`src/rtl/frame_bank_scheduler.sv`:
```
// Double-buffer write scheduler: streams pixels into the back bank, swaps banks on a divided v-blank edge.
// Optional FRAME_STATS_EN macro enables the repeat/resync statistics counters.
module frame_bank_scheduler #(
  parameter int WIDTH     = 200,
  parameter int HEIGHT    = 150,
  parameter int FRAME_DIV = 4,
  parameter int X_W       = 8,
  parameter int Y_W       = 8
) (
  input  logic           CLK_40,
  input  logic           reset_n,
  input  logic           v_BLANK,
  input  logic           pix_valid,
  input  logic           pix_sof,
  input  logic           pix_data,
  output logic           pix_ready,
  output logic           wr_en,
  output logic [X_W-1:0] wr_x,
  output logic [Y_W-1:0] wr_y,
  output logic           wr_data,
  output logic           wr_bank,
  output logic           rd_bank,
  output logic           swap,
  output logic [15:0]    repeat_cnt,
  output logic [15:0]    resync_cnt
);

  localparam int DIV_W = (FRAME_DIV > 1) ? $clog2(FRAME_DIV) : 1;

  typedef enum logic [1:0] {
    S_IDLE,
    S_FILL,
    S_READY
  } state_t;

  state_t r_state;
  state_t w_state_nxt;

  logic             r_vb_q;
  logic [DIV_W-1:0] r_div;
  logic [X_W-1:0]   r_x;
  logic [Y_W-1:0]   r_y;
  logic             r_wr_en;
  logic [X_W-1:0]   r_wr_x;
  logic [Y_W-1:0]   r_wr_y;
  logic             r_wr_data;
  logic             r_rd_bank;
  logic             r_swap;

  logic w_ready;
  logic w_accept;
  logic w_vb_edge;
  logic w_div_end;
  logic w_tick;
  logic w_x_end;
  logic w_y_end;
  logic w_fire;
  logic w_restart;
  logic w_swap_go;

  assign w_ready   = (r_state != S_READY);
  assign w_accept  = pix_valid & w_ready;
  assign w_vb_edge = v_BLANK & ~r_vb_q;
  assign w_div_end = (r_div == DIV_W'(FRAME_DIV - 1));
  assign w_tick    = w_vb_edge & w_div_end;
  assign w_x_end   = (r_x == X_W'(WIDTH - 1));
  assign w_y_end   = (r_y == Y_W'(HEIGHT - 1));
  assign w_swap_go = (r_state == S_READY) & w_tick;

  always_ff @(posedge CLK_40) begin
    if (!reset_n) begin
      r_state <= S_IDLE;
    end else begin
      r_state <= w_state_nxt;
    end
  end

  // SOF always wins over the last-pixel position, so the frame restarts instead of completing.
  always_comb begin
    w_state_nxt = r_state;
    w_fire      = 1'b0;
    w_restart   = 1'b0;
    case (r_state)
      S_IDLE: begin
        if (w_accept && pix_sof) begin
          w_fire      = 1'b1;
          w_restart   = 1'b1;
          w_state_nxt = S_FILL;
        end
      end
      S_FILL: begin
        if (w_accept) begin
          w_fire = 1'b1;
          if (pix_sof) begin
            w_restart = 1'b1;
          end else if (w_x_end && w_y_end) begin
            w_state_nxt = S_READY;
          end
        end
      end
      S_READY: begin
        if (w_tick) begin
          w_state_nxt = S_IDLE;
        end
      end
      default: w_state_nxt = S_IDLE;
    endcase
  end

  always_ff @(posedge CLK_40) begin
    if (!reset_n) begin
      r_vb_q    <= 1'b1;
      r_div     <= '0;
      r_x       <= '0;
      r_y       <= '0;
      r_wr_en   <= 1'b0;
      r_wr_x    <= '0;
      r_wr_y    <= '0;
      r_wr_data <= 1'b0;
      r_rd_bank <= 1'b0;
      r_swap    <= 1'b0;
    end else begin
      r_vb_q  <= v_BLANK;
      r_wr_en <= w_fire;
      r_swap  <= w_swap_go;
      if (w_vb_edge) begin
        r_div <= w_div_end ? '0 : r_div + DIV_W'(1);
      end
      if (w_fire) begin
        r_wr_x    <= w_restart ? '0 : r_x;
        r_wr_y    <= w_restart ? '0 : r_y;
        r_wr_data <= pix_data;
      end
      if (w_restart) begin
        r_x <= X_W'(1);
        r_y <= '0;
      end else if (w_fire) begin
        if (w_x_end) begin
          r_x <= '0;
          r_y <= w_y_end ? '0 : r_y + Y_W'(1);
        end else begin
          r_x <= r_x + X_W'(1);
        end
      end
      if (w_swap_go) begin
        r_rd_bank <= ~r_rd_bank;
      end
    end
  end

  assign pix_ready = w_ready;
  assign wr_en     = r_wr_en;
  assign wr_x      = r_wr_x;
  assign wr_y      = r_wr_y;
  assign wr_data   = r_wr_data;
  assign rd_bank   = r_rd_bank;
  assign wr_bank   = ~r_rd_bank;
  assign swap      = r_swap;

`ifdef FRAME_STATS_EN
  logic        w_repeat;
  logic        w_resync;
  logic [15:0] r_repeat_cnt;
  logic [15:0] r_resync_cnt;

  assign w_repeat = w_tick & (r_state != S_READY);
  assign w_resync = (r_state == S_FILL) & w_accept & pix_sof;

  always_ff @(posedge CLK_40) begin
    if (!reset_n) begin
      r_repeat_cnt <= '0;
      r_resync_cnt <= '0;
    end else begin
      if (w_repeat && (r_repeat_cnt != '1)) begin
        r_repeat_cnt <= r_repeat_cnt + 16'd1;
      end
      if (w_resync && (r_resync_cnt != '1)) begin
        r_resync_cnt <= r_resync_cnt + 16'd1;
      end
    end
  end

  assign repeat_cnt = r_repeat_cnt;
  assign resync_cnt = r_resync_cnt;
`else
  assign repeat_cnt = '0;
  assign resync_cnt = '0;
`endif

endmodule
```
`config.mk`:
```
export PLATFORM = sky130hd
export DESIGN_NAME = frame_bank_scheduler
export DESIGN_NICKNAME = d
export VERILOG_FILES = /design/src/rtl/frame_bank_scheduler.sv
export SDC_FILE = /design/constraint.sdc
export NUM_CORES = 1
export LEC_CHECK = 0
export ABC_AREA = 0
export CAP_MARGIN = 30
export CORE_AREA = 2 2 94 96
export DETAILED_ROUTE_END_ITERATION = 10
export DIE_AREA = 0 0 96 98
export GPL_ROUTABILITY_DRIVEN = 0
export SLEW_MARGIN = 20
export SYNTH_ARGS = -nofsm -noshare
export SYNTH_HDL_FRONTEND = slang
export SYNTH_SLANG_ARGS = --single-unit
```
`constraint.sdc`:
```
create_clock -name CLK_40 -period 2 [get_ports CLK_40]
set_input_delay 0.5 -clock CLK_40 [delete_from_list [all_inputs] [get_ports CLK_40]]
set_output_delay 0.5 -clock CLK_40 [all_outputs]
set_load 0.05 [all_outputs]
```
# == After elaboration in Yosys (flattened, before gate mapping) ==
# Cells that the tools add are included.
# totals
ff_bits,41
inputBits,6
output_inout_bits,54
wordCells,59
# classes
add_sub_neg,3
n_eq_ne,11
n_mux,19
bitwise_logic,7
n_reduce_logical,7
# op_table
cell,n
$mux 8,4
$add 8x1->8 const B,2
$eq 8x8->1 const B,2
$mux 2,6
$ne 2x2->1 const B,6
$mux 1,6
$pmux 2 s3,1
$reduce_and 5->1,1
$and 1x1->1,4
$eq 2x2->1 const B,2
$pmux 1 s2,2
$not 1->1,3
$add 2x1->2 const B,1
$eq 2x1->1 const B,1
$logic_and 1x1->1,2
$logic_not 2->1,1
$reduce_and 2->1,1
$reduce_bool 2->1,1
$reduce_or 2->1,1

# == Longest topological paths before layout ==
# Gate-level depths: netlist (run 1).
# logic_depth
word_depth,7
depth_mapped,7
mapped_depth_nobuf,5

# == Worst setup path before layout (run 1) ==
# Ideal clock, no wire load.
# synth_path
path_kind,input port to flip-flop
startpoint,input port pix_sof
endpoint,"register r_wr_data, in the netlist wr_data"
arrival_time_ps,1619
required_ps,1872
path_slack_ps,254
cell_stages,7
path_buffers,3
path_cell_list,buf_2 or2_2 nand2_4 clkbuf_8 buf_2 mux2i_1 nor2_1
# synth_between
elab_chain_cells,3
# synth_rtl
item,line_no,source
start: declaration,14,"input logic pix_sof,"
$logic_and 1x1->1,85,if (w_accept && pix_sof) begin
$mux 1,85,
$pmux 1 s2,83,case (r_state)
end signal: assignment,132,r_wr_data <= pix_data;
end: declaration,46,logic r_wr_data;
# Every way passes these cells.
# A chain may end at the register's enable or synchronous reset.

# == Worst setup path after layout (run 1) ==
# layout_path
startpoint,"register r_wr_x[1], in the netlist wr_x[1]"
endpoint,output port wr_x[1]
# layout_lines
item,line_no,source
start: declaration,44,logic [X_W-1:0] r_wr_x;
start signal: assignment,130,r_wr_x <= w_restart ? '0 : r_x;
end: declaration,18,"output logic [X_W-1:0] wr_x,"
# No word-level cell between the ends.

==> results of run 1 <==
==> flip-flops by register name, indices dropped and copies added (netlist names) <==
signal   count
r_x          8
wr_x         8
r_state      2
r_y          8
r_vb_q       1
swap         1
wr_y         8
wr_data      1
r_div        2
wr_en        1
rd_bank      1
==> kinds of logic (layout without fill, tap and decap cells) <==
family / after synthesis / after routing
and+or+nand+nor: 78 / 78
AOI/OAI and AO/OA: 47 / 47
buffers and inverters: 47 / 58
DFF: 41 / 41
xor gates and xnor gates: 5 / 5
adders and majority gates: 4 / 4
muxes: 2 / 2
other: 1 / 32
==> area by class of cell <==
| cell class | instances | area (µm²) |
|---|---|---|
| Fill cell | 889 | 6020 |
| Multi-Input combinational cell | 168 | 1010 |
| Sequential cell | 41 | 821 |
| Timing Repair Buffer | 43 | 365 |
| Tap cell | 108 | 135 |
| Clock buffer | 5 | 68.8 |
| Inverter | 7 | 26.3 |
| Clock inverter | 3 | 21.3 |
==> synthesized netlist by cell type, types with 4 or more instances <==
cell | count | area share, %
o31ai_1 | 5 | 1.8
nor3_1 | 4 | 0.98
a21oi_1 | 14 | 3.4
dfxtp_1 | 41 | 40
o21ai_0 | 6 | 1.5
a22oi_1 | 16 | 5.9
nand2b_1 | 4 | 1.2
inv_1 | 6 | 1.1
nand2_1 | 7 | 1.3
buf_4 | 32 | 12
ha_1 | 4 | 2.5
nor2_1 | 27 | 5.0
nand3_1 | 6 | 1.5
or4_1 | 5 | 1.8
==> cells in the final DEF, fill, tap and decap left out, drive strengths merged, types with 5 or more instances in the layout <==
| cell | synthesis | routed |
|---|---|---|
| conb | 1 | 32 |
| nand3 | 6 | 6 |
| dfxtp | 41 | 41 |
| nor2 | 27 | 27 |
| clkbuf | 4 | 5 |
| a21oi | 14 | 14 |
| inv | 7 | 8 |
| buf | 36 | 33 |
| nand2 | 8 | 8 |
| or4 | 5 | 5 |
| o31ai | 6 | 6 |
| a22oi | 16 | 16 |
| clkdlybuf4s50 | 0 | 8 |
| o21ai | 6 | 6 |
==> worst reg2reg max path, stage by stage, from the launching register on <==
cell and delay, ps:
dfxtp_1 410, nor4b_4 310, nand4_4 290, o31ai_2 570, a21oi_1 80
==> power breakdown <==
| part | switching, mW | internal (mW) |
|---|---|---|
| combinational | 0.199 | 0.0477 |
| clock | 0.306 | 0.248 |
| sequential | 0.00684 | 0.824 |
==> stage by stage <==
step                      setup WS (ps)  area [µm²]
after CTS                          37.5        2440
after floorplan                     254        2150
final                              63.2        2450
after global routing               6.48        2450
after detailed placement           -121        2350
after global placement            -89.4        2350
==> metal layers <==
layer	share of wire (%)	routed length [µm]	GRT usage, %	vias up
met4	1.3	56	2.53	0
met3	5.6	243	2.70	10
met1	52	2250	15.5	761
li1	-	-	-	821
met2	41	1810	13.5	50
met5	0	0	0	-
==> worst paths after layout <==
kind	depth (start not counted)	endpoint	slack (ps)
setup / recovery	1	wr_x[1]	60
hold / removal	2	r_div[1]$_SDFFE_PN0N_	510
setup reg to reg	4	r_y[3]$_SDFFE_PP0P_	200
hold reg to reg	2	r_div[1]$_SDFFE_PN0N_	510
==> timing repair <==
item	CTS	global route
endpoints found under the setup margin	0	2
setup buffers	0	0
resized for setup	0	2
==> impl_results.md, run 1 <==
- CP max stage delay: 800 ps
- CP required: 1500 ps
- Post-synthesis compound-gate area fraction: 15.3%
- Fraction of layout cells with a size suffix above 1: 19.5%
- Setup Skew: 7.58 ps
- IO Count: 60
- Synth cell types: 44
- Post-Synth XOR/XNOR Area: 2.15%
- DP HPWL: 3.19 mm
- Clk sinks: 41
- Detailed Route Iter0 Violations: 168
- Ys async rst share: 0%
- Maximum clock frequency: 516 MHz
- DP Cell Count: 367
- Crit path buf inv count: 1
- Worst Path Arrival: 1440 ps
- Starting Density: 24.0%
- Slowest CP cell: clkdlybuf4s50_1
- Port buffer count: 27
- Non-Filler Instances: 375
- CP cell instances: clkdlybuf4s50_1
- CP Capture Type: output pin
- DRT Pass-1 Iters: 4
- Synth Area in Adders: 2.46%
- Final Util: 28.9%
- Nature of the critical path startpoint: register
- Site Rows: 34
- Die W: 96 µm
- Unrepaired setup endpoints after global routing: false
- Vias in the first global route: 1534
- Final TNS setup: 0 ps
- Main synth FF type: dfxtp_1
- CTS tree: built
- Clock slew at reported path FFs: 90 ps
- Global-route wire length before repair: 7.52 mm
- Crit path launch: wr_x[1]$_SDFFE_PN0P_
- CORE AREA: 8470 µm²
- Hold Worst Slack: 506 ps
- Sequential share of the synthesized area: 40.4%
- Avg Inst Size Synth: 9.04 µm²
- Routed via count: 1642
- Largest family of logic cells by synthesized area: simple AND/OR/NAND/NOR gates
- Mux share of post-synthesis cell area: 0.985%
- Detailed Route WL: 4.36 mm
- EDFF count, synth: 0
- Tcrit/Tclk final: 96.8%
- Crit-path max FO: 2
- Wire length per cell: 11.6 µm
- Bufs on Longest Clock Path: 2
- Relative slew slack: 61.9%
- Post-DRT Antenna Nets: 0
- Global route overflow: 0
- Max-slew violations: 0
- Cell Area, Synth: 2030 µm²
- DRC Markers: 0
- Die Ht: 98 µm
- Layout area overhead: 20.4%
- Critical path type: register to output pin
- Root Driver: clkbuf_8
- TritonCTS buffer count: 5
- Final nets: 276
- Tot Pwr: 1.63 mW
- Worst reg2reg startpoint: r_x[6]$_SDFFE_PP0P_
- Power per cell area: 666 nW/µm²
- Worst-margin pin slew: 568 ps
- All-Layer GR Usage: 9.99%
- Final hold violation count: 0
- Simple-gate share of the synthesized area: 22.9%
- Hold-fix buffers, CTS: 0
- Outcome: complete, no violations
- Vias per cell: 4.38
- VDD IR max: 418 µV
- Hold crit path type: register to register
- Initial antenna violation count: 0
- Setup-failing EPs final: 0
- YS warnings: 0
- Fin crit period: 1940 ps
- CP top delay family: buffers and inverters
- Ant. Diodes: 0
- Static Leakage: 0.985 nW
- Worst Min Path Start: r_div[1]$_SDFFE_PN0N_
- CTS H-Tree Depth: 2
- Total of max-cap violations: 0
- Die area: 9410 µm²
- Pin count of the biggest net entering global routing: 25
- Latest clock arrival within the worst-skew pair: 300 ps
- Flops & latches, synth: 41
- Post-Synthesis Cells: 225
No activity file was read; power rests on OpenSTA's default activity.
==> run 2: changes to the inputs <==
--- a/config.mk
+++ b/config.mk
@@ -8,9 +8,11 @@
 export ABC_AREA = 0
 export CAP_MARGIN = 30
 export CORE_AREA = 2 2 94 96
+export CTS_BUF_LIST = sky130_fd_sc_hd__clkbuf_4
 export DETAILED_ROUTE_END_ITERATION = 10
 export DIE_AREA = 0 0 96 98
 export GPL_ROUTABILITY_DRIVEN = 0
+export HOLD_SLACK_MARGIN = 0.06
 export SLEW_MARGIN = 20
 export SYNTH_ARGS = -nofsm -noshare
 export SYNTH_HDL_FRONTEND = slang
==> impl_results.md, run 2 (same netlist as run 1, synthesis figures left out) <==
- Outcome: complete, no violations (unchanged)
- Worst-margin pin slew: 555 ps (was 568 ps)
- Worst Path Arrival: 2010 ps (was 1440 ps)
- Max-slew violations: 0 (unchanged)
- Initial antenna violation count: 0 (unchanged)
- Fin crit period: 1790 ps (was 1940 ps)
- Total area of sequential cells: 821 µm² (unchanged)
- Post-DP Area: 2350 µm² (unchanged)
- Tcrit/Tclk final: 89.3% (was 96.8%)
- IO Count: 60 (unchanged)
- CTS tree: built (unchanged)
- Hold-fix buffers, CTS: 0 (unchanged)
- Area of the multi-input gates: 1010 µm² (unchanged)
- Crit path launch: r_x[6]$_SDFFE_PP0P_ (was wr_x[1]$_SDFFE_PN0P_)
- Latest clock arrival within the worst-skew pair: 360 ps (was 300 ps)
- DP HPWL: 3.19 mm (unchanged)
- Worst r2r path cells: 4 (unchanged)
- Grt met3 use: 2.47% (was 2.70%)
- Die Ht: 98 µm (unchanged)
- DRT Pass-1 Iters: 4 (unchanged)
- Clk sinks: 41 (unchanged)
- Pin count of the biggest net entering global routing: 25 (unchanged)
- Final hold violation count: 0 (unchanged)
- Power per cell area: 628 nW/µm² (was 666 nW/µm²)
- Final TNS setup: 0 ps (unchanged)
- Filler Cell Count: 896 (was 889)
- Detailed Route Iter0 Violations: 120 (was 168)
- Bufs on Longest Clock Path: 2 (unchanged)
- Grt peak-use layer: met1 (unchanged)
- Vias in the first global route: 1532 (was 1534)
- Clock slew at reported path FFs: 130 ps (was 90 ps)
- Root Driver: clkbuf_4 (was clkbuf_8)
- Port buffer count: 27 (unchanged)
- Vias per cell: 4.42 (was 4.38)
- All-Layer GR Usage: 9.98% (was 9.99%)
- Hold Path Stages: 2 (unchanged)
- CTS H-Tree Depth: 2 (unchanged)
- Post-DRT Antenna Nets: 0 (unchanged)
- Starting Density: 24.0% (unchanged)
- Met1 GRT Util: 15.2% (was 15.5%)
- CORE AREA: 8470 µm² (unchanged)
- Commonest non-fill, non-tap cells in the layout: dfxtp_1 (41), conb_1 (32), buf_4 (32), nor2_1 (27), a22oi_1 (16) (unchanged)
- Global-route wire length before repair: 7.49 mm (was 7.52 mm)
- Total of max-cap violations: 0 (unchanged)
- Layout area overhead: 18.3% (was 20.4%)
- Fraction of layout cells with a size suffix above 1: 19.5% (unchanged)
- TritonCTS buffer count: 5 (unchanged)
- Worst Min Path Start: wr_data$_SDFFE_PN0P_ (was r_div[1]$_SDFFE_PN0N_)
- Site Rows: 34 (unchanged)
- Detailed Route WL: 4.36 mm (about the same)
- Worst reg2reg startpoint: r_x[6]$_SDFFE_PP0P_ (unchanged)
- Crit-path max FO: 19 (was 2)
- GR Layer Usage met2: 13.6% (was 13.5%)
- Unrepaired setup endpoints after global routing: false (unchanged)
- Maximum clock frequency: 560 MHz (was 516 MHz)
- CP required: 2230 ps (was 1500 ps)
- Nature of the critical path startpoint: register (unchanged)
- Wire length per cell: 11.6 µm (about the same)
- Setup Skew: 10.2 ps (was 7.58 ps)
- Die area: 9410 µm² (unchanged)
- Setup bufs post-CTS: 0 (unchanged)
- Global route overflow: 0 (unchanged)
- CTS resizes: 5 (was 0)
- Static Leakage: 0.957 nW (was 0.985 nW)
- Ant. Diodes: 0 (unchanged)
- Relative slew slack: 62.8% (was 61.9%)
- Hold crit path type: register to register (unchanged)
- Setup-failing EPs final: 0 (unchanged)
- Critical path type: register to register (was register to output pin)
- DRC Markers: 0 (unchanged)
- Die W: 96 µm (unchanged)
- Routed via count: 1656 (was 1642)
- Commonest non-fill, non-tap cell in the layout: dfxtp_1 (unchanged)
- Final nets: 276 (unchanged)
- VDD IR max: 346 µV (was 418 µV)
- CP Capture Type: register (was output pin)
- Tot Pwr: 1.51 mW (was 1.63 mW)
- Design area: 2410 µm² (was 2450 µm²)
[run 2: layout make-up]
class	instances	area share [%]
multi-input cells	168	42.0
flip-flops and latches	41	34.1
repair buffers	43	14.7
well taps	108	5.62
clock buffers	5	1.56
inverters	7	1.09
clock inverters	3	0.884
[run 2: worst paths after layout]
kind | slack (ps) | endpoint
worst max-delay path | 210 | r_y[4]$_SDFFE_PP0P_
worst min-delay path | 510 | wr_data$_SDFFE_PN0P_
worst max register to register | 210 | r_y[4]$_SDFFE_PP0P_
worst min register to register | 510 | wr_data$_SDFFE_PN0P_
[run 2: routing by layer]
layer | share of wire [%] | wire length [µm] | up-vias
li1 | - | - | 822
met1 | 52 | 2260 | 768
met2 | 42 | 1820 | 59
met3 | 5.2 | 226 | 7
met4 | 1.2 | 53 | 0
met5 | 0 | 0 | -
[run 2: critical path, stage by stage (launching register included)]
cell and delay [ps]:
dfxtp_1 420, nor4b_4 310, nand4_4 290, o31ai_2 550, a21oi_1 80
[run 2: metrics by stage]
stage / setup WS, ps / cells / utilization (%) / hold WS (ps)
2_1_floorplan: 254 / 256 / - / 443
3_5_place_dp: -121 / 367 / 27.8 / 489
6_report: 214 / 375 / 28.4 / 511
3_3_place_gp: -89.4 / 367 / 27.8 / 472
4_1_cts: 180 / 375 / 28.4 / 511
5_1_grt: 21.7 / 375 / 28.4 / 548
[run 2: power breakdown]
part | total (mW) | internal, mW | switching, mW
Combinational | 0.246 | 0.0461 | 0.199
Sequential | 0.832 | 0.825 | 0.00681
Clock | 0.433 | 0.139 | 0.294
Total | 1.51 | 1.01 | 0.500
